--- src/rtl/multiply_by_constant_pipelined_avalon_st.sv ---
// Avalon-ST stage that scales payload beats by a constant and forwards SOP/EOP beats unchanged.
// Sticky flags record product overflow and packet framing violations.
module multiply_by_constant_pipelined_avalon_st #(
  parameter int unsigned IN_WIDTH   = 8,
  parameter int unsigned OUT_WIDTH  = 11,
  parameter int unsigned MULTIPLIER = 2,
  parameter int unsigned DEPTH      = 2,
  parameter int unsigned SATURATE   = 1
) (
  input  logic                 clock,
  input  logic                 reset_n,
  output logic                 in_ready,
  input  logic                 in_valid,
  input  logic [IN_WIDTH-1:0]  in_data,
  input  logic                 in_startofpacket,
  input  logic                 in_endofpacket,
  input  logic                 out_ready,
  output logic                 out_valid,
  output logic [OUT_WIDTH-1:0] out_data,
  output logic                 out_startofpacket,
  output logic                 out_endofpacket,
  output logic                 overflow,
  output logic                 framing_error,
  input  logic                 clear_flags
);

  localparam int unsigned ProdWidth = IN_WIDTH + 32;
  localparam int unsigned PtrWidth  = (DEPTH > 1) ? $clog2(DEPTH) : 1;
  localparam int unsigned CntWidth  = $clog2(DEPTH + 1);

  typedef enum logic [0:0] {StIdle, StInPacket} frame_state_e;

  frame_state_e state_q, state_d;

  logic [OUT_WIDTH-1:0] data_mem [DEPTH];
  logic [DEPTH-1:0]     sop_mem;
  logic [DEPTH-1:0]     eop_mem;

  logic [PtrWidth-1:0] wr_ptr_q, wr_ptr_d;
  logic [PtrWidth-1:0] rd_ptr_q, rd_ptr_d;
  logic [CntWidth-1:0] count_q, count_d;
  logic                in_ready_q, in_ready_d;
  logic                overflow_q, overflow_d;
  logic                framing_error_q, framing_error_d;

  logic                 push;
  logic                 pop;
  logic                 is_payload;
  logic [ProdWidth-1:0] product;
  logic                 product_ovf;
  logic [OUT_WIDTH-1:0] beat_data;
  logic                 frame_err_evt;

  assign push       = in_valid & in_ready_q;
  assign pop        = out_valid & out_ready;
  assign is_payload = ~in_startofpacket & ~in_endofpacket;

  // Full-width product so overflow detection never loses carry bits.
  assign product     = ProdWidth'(in_data) * ProdWidth'(MULTIPLIER);
  assign product_ovf = (product >> OUT_WIDTH) != '0;

  always_comb begin
    beat_data = product[OUT_WIDTH-1:0];
    if (!is_payload) begin
      beat_data = OUT_WIDTH'(in_data);
    end else if (product_ovf && (SATURATE != 0)) begin
      beat_data = '1;
    end
  end

  always_comb begin
    wr_ptr_d = wr_ptr_q;
    rd_ptr_d = rd_ptr_q;
    if (push) begin
      wr_ptr_d = (wr_ptr_q == PtrWidth'(DEPTH - 1)) ? '0 : wr_ptr_q + 1'b1;
    end
    if (pop) begin
      rd_ptr_d = (rd_ptr_q == PtrWidth'(DEPTH - 1)) ? '0 : rd_ptr_q + 1'b1;
    end
    count_d    = count_q + CntWidth'(push) - CntWidth'(pop);
    // Registered ready keeps out_ready and in_valid off the in_ready path.
    in_ready_d = (count_d < CntWidth'(DEPTH));
  end

  always_comb begin
    state_d       = state_q;
    frame_err_evt = 1'b0;
    if (push) begin
      unique case (state_q)
        StIdle: begin
          if (!in_startofpacket) begin
            frame_err_evt = 1'b1;
          end else if (!in_endofpacket) begin
            state_d = StInPacket;
          end
        end
        StInPacket: begin
          if (in_startofpacket) begin
            frame_err_evt = 1'b1;
          end else if (in_endofpacket) begin
            state_d = StIdle;
          end
        end
        default: state_d = StIdle;
      endcase
    end
  end

  // A set event in the same cycle as clear_flags wins.
  always_comb begin
    overflow_d      = (push & is_payload & product_ovf) | (overflow_q & ~clear_flags);
    framing_error_d = frame_err_evt | (framing_error_q & ~clear_flags);
  end

  always_ff @(posedge clock or negedge reset_n) begin
    if (!reset_n) begin
      state_q         <= StIdle;
      wr_ptr_q        <= '0;
      rd_ptr_q        <= '0;
      count_q         <= '0;
      in_ready_q      <= 1'b0;
      overflow_q      <= 1'b0;
      framing_error_q <= 1'b0;
    end else begin
      state_q         <= state_d;
      wr_ptr_q        <= wr_ptr_d;
      rd_ptr_q        <= rd_ptr_d;
      count_q         <= count_d;
      in_ready_q      <= in_ready_d;
      overflow_q      <= overflow_d;
      framing_error_q <= framing_error_d;
    end
  end

  // Storage is reset so the source side reads zero during and right after reset.
  always_ff @(posedge clock or negedge reset_n) begin
    if (!reset_n) begin
      for (int i = 0; i < DEPTH; i++) begin
        data_mem[i] <= '0;
      end
      sop_mem <= '0;
      eop_mem <= '0;
    end else if (push) begin
      data_mem[wr_ptr_q] <= beat_data;
      sop_mem[wr_ptr_q]  <= in_startofpacket;
      eop_mem[wr_ptr_q]  <= in_endofpacket;
    end
  end

  assign in_ready          = in_ready_q;
  assign out_valid         = (count_q != '0);
  assign out_data          = data_mem[rd_ptr_q];
  assign out_startofpacket = sop_mem[rd_ptr_q];
  assign out_endofpacket   = eop_mem[rd_ptr_q];
  assign overflow          = overflow_q;
  assign framing_error     = framing_error_q;

endmodule

--- config.mk ---
export PLATFORM = sky130hd
export DESIGN_NAME = multiply_by_constant_pipelined_avalon_st
export DESIGN_NICKNAME = d
export VERILOG_FILES = /design/src/rtl/multiply_by_constant_pipelined_avalon_st.sv
export SDC_FILE = /design/constraint.sdc
export NUM_CORES = 1
export LEC_CHECK = 0
export CAP_MARGIN = 20
export CORE_ASPECT_RATIO = 1.25
export CORE_MARGIN = 10
export CORE_UTILIZATION = 40
export DETAILED_ROUTE_END_ITERATION = 12
export PLACE_DENSITY = 0.65
export SLEW_MARGIN = 15
export SYNTH_ARGS = -nofsm -noshare
export SYNTH_HDL_FRONTEND = slang
export SYNTH_SLANG_ARGS = --single-unit
--- constraint.sdc ---
create_clock -name clock -period 4.2 [get_ports clock]
set_input_delay 0.63 -clock clock [delete_from_list [all_inputs] [get_ports clock]]
set_output_delay 0.63 -clock clock [all_outputs]
set_load 0.01 [all_outputs]
Word level (Yosys, flattened, before mapping)
Cells that the tools add are included.
- register bits after elaboration: 34
- input bits: 15
- output and inout bits: 17
- logic and storage cells: 62
- add/subtract/negate cells: 4
- $lt $le $gt $ge: 7
- multiplexer cells: 25
- bitwise operators: 12
- reductions and logical operators: 3
- operator list (cell ; number):
    $mux 11 ; 4
    $bwmux 22 ; 1
    $mux 1 ; 13
    $demux 11 s1 ; 1
    $mux 9 ; 1
    $and 1x1->1 ; 5
    $bwmux 2 ; 2
    $ge 2x2->1 const B ; 2
    $lt 1x2->1 const B ; 2
    $not 1->1 ; 4
    $not 1->2 ; 2
    $pmux 1 s2 ; 2
    $add 1x1->1 const B ; 2
    $add 2x1->2 ; 1
    $logic_and 1x1->1 ; 2
    $lt 2x1->1 const B ; 1
    $lt 2x2->1 const B ; 1
    $reduce_bool 2->1 ; 1
    $sub 2x1->2 ; 1
    $demux 1 s1 ; 1
    $ge 1x1->1 const B ; 1
    $or 1x1->1 ; 1

Depth between registers and ports, before layout
Gate-level depths: netlist (run 1).
- depth after elaboration: 6
- mapped depth: 5
- mapped depth without buffers: 5

Worst setup path before layout (run 1)
No wires, ideal clock.
- path type: reg-to-output
- start: reg rd_ptr_q
- end: out out_data[1]
- arrival time: 0.939 ns
- data required time: 3.570 ns
- setup slack: 2.631 ns
- cell stages (with the launch flop): 3
- path buffers: 1
- cell sequence: dfrtp_1 buf_2 mux2_2
- longest elaborated chain between the ends: 4
- ends and longest elaborated chain (element ; RTL line ; text):
    start, declared ; 40 ; logic [PtrWidth-1:0] rd_ptr_q, rd_ptr_d;
    start signal, assigned ; 127 ; rd_ptr_q <= rd_ptr_d;
    $not 1->2 (not written as such) ; 152 ; assign out_data = data_mem[rd_ptr_q];
    $mux 11 (not written as such) (3 in a row) ; 152 ;
    end, declared ; 19 ; output logic [OUT_WIDTH-1:0] out_data,
Every way passes these cells. The select of a mux whose other input is x is not followed.

Worst setup path in the final report (run 1)
- start: reg rd_ptr_q
- end: out out_data[6]
Same word-level chain as after synthesis.

==> key figures, run 1 <==
STA
  • Skew final: 3.96 ps
  • Slew headroom: 49.9%
  • RSZ-0062 raised after global routing: no
  • Fin Setup TNS: 0 ps
  • Period utilization: 59.2%
  • Fin crit period: 2490 ps
  • Fmax: 402 MHz
  • Final hold viol count: 0
  • Fin. max-slew vios: 0
  • Final Setup Violations: 0
  • Actual slew at the worst max-slew pin: 749 ps

Synth
  • Register area share after synthesis: 54.7%
  • Post-Syn Instances: 122
  • Synth top area cells: dfrtp_1 55%, mux2_2 11%, nand2_1 6.3%
  • EDFF count, synth: 0
  • Yosys reg bits: 30
  • Synth cell count leaders: 30 x dfrtp_1, 23 x nand2_1, 17 x o21ai_0
  • Yosys Warn Count: 0
  • Syn_area_per_cell: 11.3 um^2
  • Synth unique cells: 23
  • Top-count cell post-synth: dfrtp_1
  • Ys flop type: dfrtp_1
  • Post-synth top area cell: dfrtp_1
  • Asr flop ratio synth: 100%
  • Synth top area share: 54.7%
  • Post-synthesis cell area: 0.00137 mm^2

Drt
  • M1 WL: 1230 um
  • Via count: 944
  • Drt pass-1 iters: 4
  • DRC: 0
  • Final ANT Viol Nets: 0
  • Routed WL: 2970 um
  • First DRT Iteration DRCs: 38
  • Top Layer Used: met4
  • Via density: 4.97
  • Met2 routed WL: 1450 um
  • WL/cell: 15.6 um
  • Met3 wire len: 234 um

Floorplanning
  • Core ar.: 0.00325 mm^2
  • Die area: 0.00619 mm^2
  • Die Span X: 72.4 um
  • IO Pins: 32
  • Initial Utilization: 42.2%
  • Die extent in y: 85.5 um
  • Site Rows: 23

Critical path
  • Worst r2r dst: sop_mem[0]$_DFFE_PN0P_
  • Critical Path AT: 1860 ps
  • R2r startpoint: wr_ptr_q$_DFFE_PN0P_
  • Startpoint types: register
  • CP required: 3570 ps
  • R2R setup slack: 2570 ps
  • Setup crit end kind: output pin
  • Max FO, Critical Path: 12
  • R2R cell count: 2
  • Kind of critical path: reg2out

Placed design
  • Port bufs: 29
  • Hpwl dp: 2120 um
  • Routability cong.: 0.698
  • Placed cell area: 0.00168 mm^2
  • Placed cells: 182

Power
  • Leakage: 0.791 nW
  • Final Total Pwr: 0.00133 W
  • Power Dens Cells: 743 mW/mm^2
  • VDD IR max: 0.000470 V

Layout
  • Share of post-route cells with drive strength above 1: 17.0%
  • Nets@finish: 168
  • Area Overhead vs Synth: 30.3%
  • Ant. Diodes: 0
  • Final core utilization: 55.0%
  • Non-Filler Instances: 190
  • Design area: 0.00179 mm^2

Clock tree
  • CTS tree: built
  • Clock-pin slew on the worst setup and hold paths: 60 ps
  • Clock Path Buffers: 2
  • Hold buffer count at CTS: 0
  • Worst-Skew Late Latency: 280 ps
  • Clock root buffer: clkbuf_8
  • Num CTS Buffers: 5
  • Post-CTS resize count: 0
  • CTS H-tree depth: 2
  • TritonCTS Sinks: 30
  • Setup Fix Bufs, Post-CTS: 0

Global routing
  • Vias in the first global route: 1054
  • Initial antenna violation count: 0
  • Largest net degree at the start of global routing: 31
  • Gr usage total: 10.5%
  • GRT Residual Overflow: 0
  • First-pass GRT wire length: 5150 um

Min path
  • Hold Path Class: reg2reg
  • Worst hold start: data_mem[11]$_DFFE_PN0P_
  • Worst Hold Path EP: data_mem[11]$_DFFE_PN0P_
  • Hold Path Stages: 2

Flow run
  • Number of max-cap violations: 0

Run status
  • Status: completed
==> per-layer routing <==
metal  vias to the layer above  track usage [%]
li1                        473                -
met1                       441             12.0
met2                        24             16.1
met3                         6             5.19
met4                         0             4.67
met5                         -                0
==> cell usage in the layout (no fill, tap or decap), types with 2 or more instances in the layout <==
| cell | synthesis | layout |
|---|---|---|
| nor2b_1 | 2 | 2 |
| conb_1 | 1 | 2 |
| mux2i_1 | 8 | 8 |
| clkdlybuf4s50_1 | 0 | 29 |
| clkbuf_8 | 0 | 8 |
| o21ai_0 | 17 | 17 |
| dfrtp_1 | 30 | 30 |
| xor2_1 | 3 | 3 |
| mux2_2 | 14 | 14 |
| nand2_1 | 23 | 23 |
| xnor2_1 | 2 | 2 |
| o21ai_1 | 4 | 4 |
==> final cells by class <==
class,instances,area (um^2)
clock buffers,8,110
flip-flops and latches,30,751
multi-input cells,84,579
inverters,1,3.75
well taps,37,46.3
repair buffers,30,298
fillers,300,1460
==> metrics by stage <==
step                      setup WS [ps]  hold slack, ps
after global placement             1870             457
after CTS                          1690             482
final                              1710             474
after global routing               1620             508
after floorplan                    2630             334
after detailed placement           1860             468
==> critical path, stage by stage (launching register included) <==
cell             delay, ps
dfrtp_1                690
mux2_2                 400
clkdlybuf4s50_1        480
==> cells by family (layout without fill, tap and decap cells) <==
logic type	after synthesis	after routing	synth area share, %
flops	30	30	54.7
simple gates	29	29	10.0
compound gates	24	24	9.12
mux	23	23	18.4
buf+inv	9	39	3.37
xor+xnor	5	5	3.19
fa+ha+maj	1	1	0.911
other cells	1	2	0.273
==> worst max path at each step <==
stage	startpoint	end	slack (ps)	cells after the start
after global placement	in_valid	sop_mem[0]$_DFFE_PN0P_	1870	3
after detailed placement	in_valid	sop_mem[0]$_DFFE_PN0P_	1860	3
after floorplan	rd_ptr_q$_DFFE_PN0P_	out_data[1]	2630	2
after global routing	rd_ptr_q$_DFFE_PN0P_	out_data[0]	1620	2
final	rd_ptr_q$_DFFE_PN0P_	out_data[6]	1710	2
after CTS	rd_ptr_q$_DFFE_PN0P_	out_endofpacket	1690	2
==> where the power goes <==
group	switching (W)	internal, W
Combinational	0.000224	0.000320
Clock	0.000104	0.000165
Sequential	0.0000942	0.000421
Total	0.000422	0.000907
==> flip-flops by register name (all words and copies together) (netlist names) <==
name	count
state_q	1
wr_ptr_q	1
rd_ptr_q	1
data_mem	18
in_ready	1
framing_error	1
count_q	2
sop_mem	2
eop_mem	2
overflow	1
Power figures use the tool's default switching activity.
==> inputs of run 2 (changes only) <==
Clock period 4.2 ns to 2.6 ns, I/O delays scaled along.
==> key figures, run 2 (synthesized netlist as in run 1, its figures left out) <==
STA
  • Slew headroom: 64.2% (+14 points)
  • Actual slew at the worst max-slew pin: 537 ps (-212 ps)
  • Final Setup Violations: 0 (unchanged)
  • Final hold viol count: 0 (unchanged)
  • Fin crit period: 2230 ps
  • Skew final: 2.91 ps (-1.05 ps)
  • RSZ-0062 raised after global routing: no
  • Fmax: 449 MHz
  • WHS: 478 ps (+3.36 ps)
  • Fin. max-slew vios: 0 (unchanged)
  • Period utilization: 85.7%
  • Fin Setup TNS: 0 ps (unchanged)

Clock tree
  • CTS tree: built
  • Post-CTS resize count: 0 (unchanged)
  • Num CTS Buffers: 5 (unchanged)
  • TritonCTS Sinks: 30 (unchanged)
  • CTS H-tree depth: 2 (unchanged)
  • Clock root buffer: clkbuf_8
  • Worst-Skew Late Latency: 270 ps (about the same)
  • Hold buffer count at CTS: 0 (unchanged)
  • Setup Fix Bufs, Post-CTS: 0 (unchanged)
  • Clock-pin slew on the worst setup and hold paths: 60 ps (about the same)
  • Clock Path Buffers: 2 (unchanged)

Drt
  • Drt pass-1 iters: 2 (-2)
  • Via density: 5.05 (+1.6%)
  • DRC: 0 (unchanged)
  • Routed WL: 2940 um (-1.0%)
  • WL/cell: 15.3 um (-2.0%)
  • Final ANT Viol Nets: 0 (unchanged)
  • Via count: 969 (+2.6%)
  • First DRT Iteration DRCs: 14 (-63%)

Global routing
  • GRT Residual Overflow: 0 (unchanged)
  • Largest net degree at the start of global routing: 31 (unchanged)
  • Gr usage total: 9.87% (-0.64 points)
  • First-pass GRT wire length: 4860 um (-5.6%)
  • Initial antenna violation count: 0 (unchanged)
  • Vias in the first global route: 1025 (-2.8%)

Power
  • Psw: 0.000677 W (+60%)
  • Power Dens Cells: 1190 mW/mm^2 (+61%)
  • VDD IR max: 0.000705 V (+50%)
  • Leakage: 0.800 nW (+1.1%)
  • Clk pwr share: 20.1% (-0.2 points)
  • P_int: 0.00148 W (+63%)
  • Sw Ratio: 31.4% (-0.32 points)
  • Comb power frac: 41.6% (+0.7 points)
  • Flop pwr share: 38.3% (-0.5 points)

Layout
  • Nets@finish: 170 (+1.2%)
  • Commonest non-fill, non-tap cells in the layout: 30 x dfrtp_1, 29 x clkdlybuf4s50_1, 23 x nand2_1
  • Ant. Diodes: 0 (unchanged)
  • Most common cell after layout, fill and taps aside: dfrtp_1
  • Share of post-route cells with drive strength above 1: 18.1% (+1.1 points)
  • Top reg by flops: data_mem
  • Area Overhead vs Synth: 31.4%
  • Max reg flops: 18 (unchanged)

Placed design
  • Hpwl dp: 2230 um (+5.1%)
  • Routability cong.: 0.740 (+6.0%)
  • Port bufs: 29 (unchanged)

Floorplanning
  • Die area: 0.00619 mm^2 (unchanged)
  • IO Pins: 32 (unchanged)
  • Site Rows: 23 (unchanged)
  • Initial Utilization: 42.2% (unchanged)
  • Die extent in y: 85.5 um (unchanged)
  • Die Span X: 72.4 um (unchanged)
  • Core ar.: 0.00325 mm^2 (unchanged)

Critical path
  • CP required: 2210 ps (-1360 ps)
  • Kind of critical path: reg2out
  • R2r startpoint: count_q[0]$_DFF_PN0_
  • Startpoint types: register
  • Critical Path AT: 1840 ps (-20 ps)
  • Setup crit end kind: output pin
  • Max FO, Critical Path: 12 (unchanged)
  • Crit. Startpoint: rd_ptr_q$_DFFE_PN0P_

Min path
  • Hold Path Class: reg2reg
  • Worst hold start: data_mem[0]$_DFFE_PN0P_

Run status
  • Status: completed

Flow run
  • Number of max-cap violations: 0 (unchanged)
==> run 2: cell count changes in the layout (fill, tap and decap cells not counted) <==
| cell | delta |
|---|---|
| buf_4 | +2 |
==> run 2: final cells by class <==
type                    instances  area [um^2]
multi-input cells              84          579
inverters                       1         3.75
fillers                       298         1450
clock buffers                   8          110
well taps                      37         46.3
flip-flops and latches         30          751
repair buffers                 32          313
==> run 2: stage by stage <==
| step | cells | total power (W) | utilization, % | cell area, um^2 | setup slack, ps |
|---|---|---|---|---|---|
| floorplan | 123 | 0.00133 | - | 1380 | 1220 |
| global placement | 184 | 0.00172 | 52.1 | 1690 | 663 |
| detailed placement | 184 | 0.00175 | 52.1 | 1690 | 643 |
| CTS | 192 | 0.00220 | 55.4 | 1800 | 338 |
| global route | 192 | 0.00232 | 55.4 | 1800 | 270 |
| finish | 192 | 0.00215 | 55.4 | 1800 | 372 |
==> run 2: path summary, 6_finish.rpt <==
kind                                           end  slack (ps)  cells after the start
max                                    out_data[6]         370                      2
min in group asynchronous  data_mem[4]$_DFFE_PN0P_         500                      2
min reg2reg                data_mem[0]$_DFFE_PN0P_         480                      2
max reg2reg                     in_ready$_DFF_PN0_        1100                      5
min                        data_mem[0]$_DFFE_PN0P_         480                      2
max in group asynchronous   sop_mem[1]$_DFFE_PN0P_        1820                      2
==> run 2: critical path, cell delays in order (launching register included) <==
cell and delay [ps]:
dfrtp_1 680, mux2_2 400, clkdlybuf4s50_1 480
==> run 2: per-layer routing <==
| layer | part of all wire, % | wire (um) | GRT usage, % | vias up |
|---|---|---|---|---|
| met4 | 0.65 | 19 | 3.63 | 0 |
| met1 | 41 | 1210 | 11.1 | 461 |
| li1 | - | - | - | 482 |
| met3 | 8.1 | 238 | 5.31 | 2 |
| met2 | 50 | 1470 | 15.5 | 24 |
| met5 | 0 | 0 | 0 | - |
==> run 2: power groups by stage <==
| stage | Clock, W | Combinational [W] | Sequential, W |
|---|---|---|---|
| finish | 0.000433 | 0.000896 | 0.000824 |
| CTS | 0.000446 | 0.000921 | 0.000831 |
| floorplan | 0 | 0.000550 | 0.000778 |
| global route | 0.000464 | 0.00100 | 0.000859 |
| detailed placement | 0 | 0.000916 | 0.000839 |
| global placement | 0 | 0.000897 | 0.000823 |
==> variant, RTL diff (settings of run 2) <==
Set the parameter `OUT_WIDTH` to 22 (it was 11).
--- a/src/rtl/multiply_by_constant_pipelined_avalon_st.sv
+++ b/src/rtl/multiply_by_constant_pipelined_avalon_st.sv
@@ -2,7 +2,7 @@
 // Sticky flags record product overflow and packet framing violations.
 module multiply_by_constant_pipelined_avalon_st #(
   parameter int unsigned IN_WIDTH   = 8,
-  parameter int unsigned OUT_WIDTH  = 11,
+  parameter int unsigned OUT_WIDTH  = 22,
   parameter int unsigned MULTIPLIER = 2,
   parameter int unsigned DEPTH      = 2,
   parameter int unsigned SATURATE   = 1
Ports: changed (resized out_data); port bits go from 32 to 43. The function was not compared with the original's and may differ.
==> variant against run 2 <==
  * Count of clock-buffer cells in the layout fell by 1
  * Power fell by 1.3%
  * Combinational power rose by 2.3%
  * Core utilization fell by 3.2 points
  * Critical path depth did not move
  * Routed wire length rose by 4.4%
  * Synthesized cell count rose by 9.0%
  * Design area rose by 1.8%
  * Clock skew rose by 0.0036 ns
  * Sequential cell count did not move
  * Worst setup slack improved by 0.0012 ns
  * Global-route usage rose by 0.11 points
  * Synthesized area rose by 6.6%
  * Critical path type unchanged
  * Largest cell class unchanged
==> variant: results <==
{
  "synth-xor-area-share_pct": 2.994,
  "r2r_end": "data_mem[22]$_DFFE_PN0P_",
  "antenna_cells": 0,
  "fin_skew_ns": 0.006481,
  "grt_usage_pct": 9.986,
  "cts-buffers-inserted": 5,
  "regMostFlops": "data_mem",
  "fillers": 333,
  "ys_seq_area_share_pct": 51.33,
  "synthAdderAreaFrac_pct": 0.8554,
  "slowest_stage": "dfrtp_1",
  "hold_slack_ns": 0.4772,
  "reg2reg_depth": 4,
  "largest_register_ffs": 18,
  "cp_max_fo": 12,
  "wl_per_cell_um": 14.95,
  "rrSetupSlack_ns": 1.12,
  "synth_common_cells": "dfrtp_1, nand2_1, o21ai_0, buf_4, mux2_2",
  "yosysWarnings": 0,
  "antenna_found_initial": 0,
  "path_clk_slew_ns": 0.06,
  "cts_setup_buffers": 0,
  "synth_mux_area_share_pct": 17.79,
  "cp_top_family": "flip-flops",
  "grt_pass1_wl_um": 5030,
  "vias_per_cell": 5.020,
  "status": "completed",
  "tightestPinTransition_ns": 0.5739,
  "max-vdd-ir-drop_v": 0.0006374,
  "hold_path.startpoint": "data_mem[24]$_DFFE_PN0P_",
  "hpwl_um": 2307,
  "synth.area.top_cells": "dfrtp_1, mux2_2, buf_4",
  "synth_compound_area_share_pct": 8.554,
  "worstHoldEndpoint": "data_mem[24]$_DFFE_PN0P_",
  "grt_pass1_vias": 1055,
  "layout-drive-gt1-share_pct": 16.27,
  "globalplace.congestion": 0.7033,
  "nets": 181,
  "drtIter0Drc": 55,
  "leakagePower_nw": 0.8368,
  "min_path_type": "reg -> reg",
  "reg2reg_from": "wr_ptr_q$_DFFE_PN0P_",
  "endpoint": "out_startofpacket"
}
==> variant: final cells by class <==
type,count,area (sq um),area share (%)
Timing Repair Buffer,32,312.8,17.04
Inverter,1,3.754,0.2045
Tap cell,39,48.80,2.658
Clock inverter,1,5.005,0.2727
Multi-Input combinational cell,95,628.1,34.22
Clock buffer,7,86.33,4.703
Sequential cell,30,750.7,40.90
==> variant: metrics by stage <==
step / utilization [%] / instance area [sq um] / setup slack (ns) / std cells
6_report: 52.24 / 1836 / 0.3731 / 205
4_1_cts: 52.24 / 1836 / 0.3500 / 205
5_1_grt: 52.24 / 1836 / 0.2859 / 205
3_3_place_gp: 49.64 / 1744 / 0.6231 / 197
2_1_floorplan: - / 1508 / 1.218 / 145
3_5_place_dp: 49.64 / 1744 / 0.5954 / 197
==> variant: worst min-delay path, stage by stage, from the launching register on <==
cell and delay (ns):
dfrtp_1 0.34, nand2_1 0.04, o21ai_0 0.06
==> variant: cells by family after synthesis <==
kind of cell / Yosys count
AOI/OAI and AO/OA: 24
buffers and inverters: 20
and+or+nand+nor: 29
muxes: 23
other: 1
xor gates and xnor gates: 5
DFF: 30
adders and majority gates: 1
==> variant: report_power, final <==
part | total, W | switching (W) | internal, W
clock | 0.000377 | 0.000164 | 0.000213
sequential | 0.000831 | 0.000151 | 0.000680
combinational | 0.000917 | 0.000376 | 0.000541
total | 0.00213 | 0.000691 | 0.00143
==> variant: metal layers <==
metal | up-vias | track usage (%) | share of wire [%]
met5 | - | 0 | 0
met4 | 0 | 3.056 | 0.88
met3 | 2 | 6.229 | 11
met2 | 31 | 16.15 | 49
met1 | 509 | 10.47 | 39
li1 | 487 | - | -
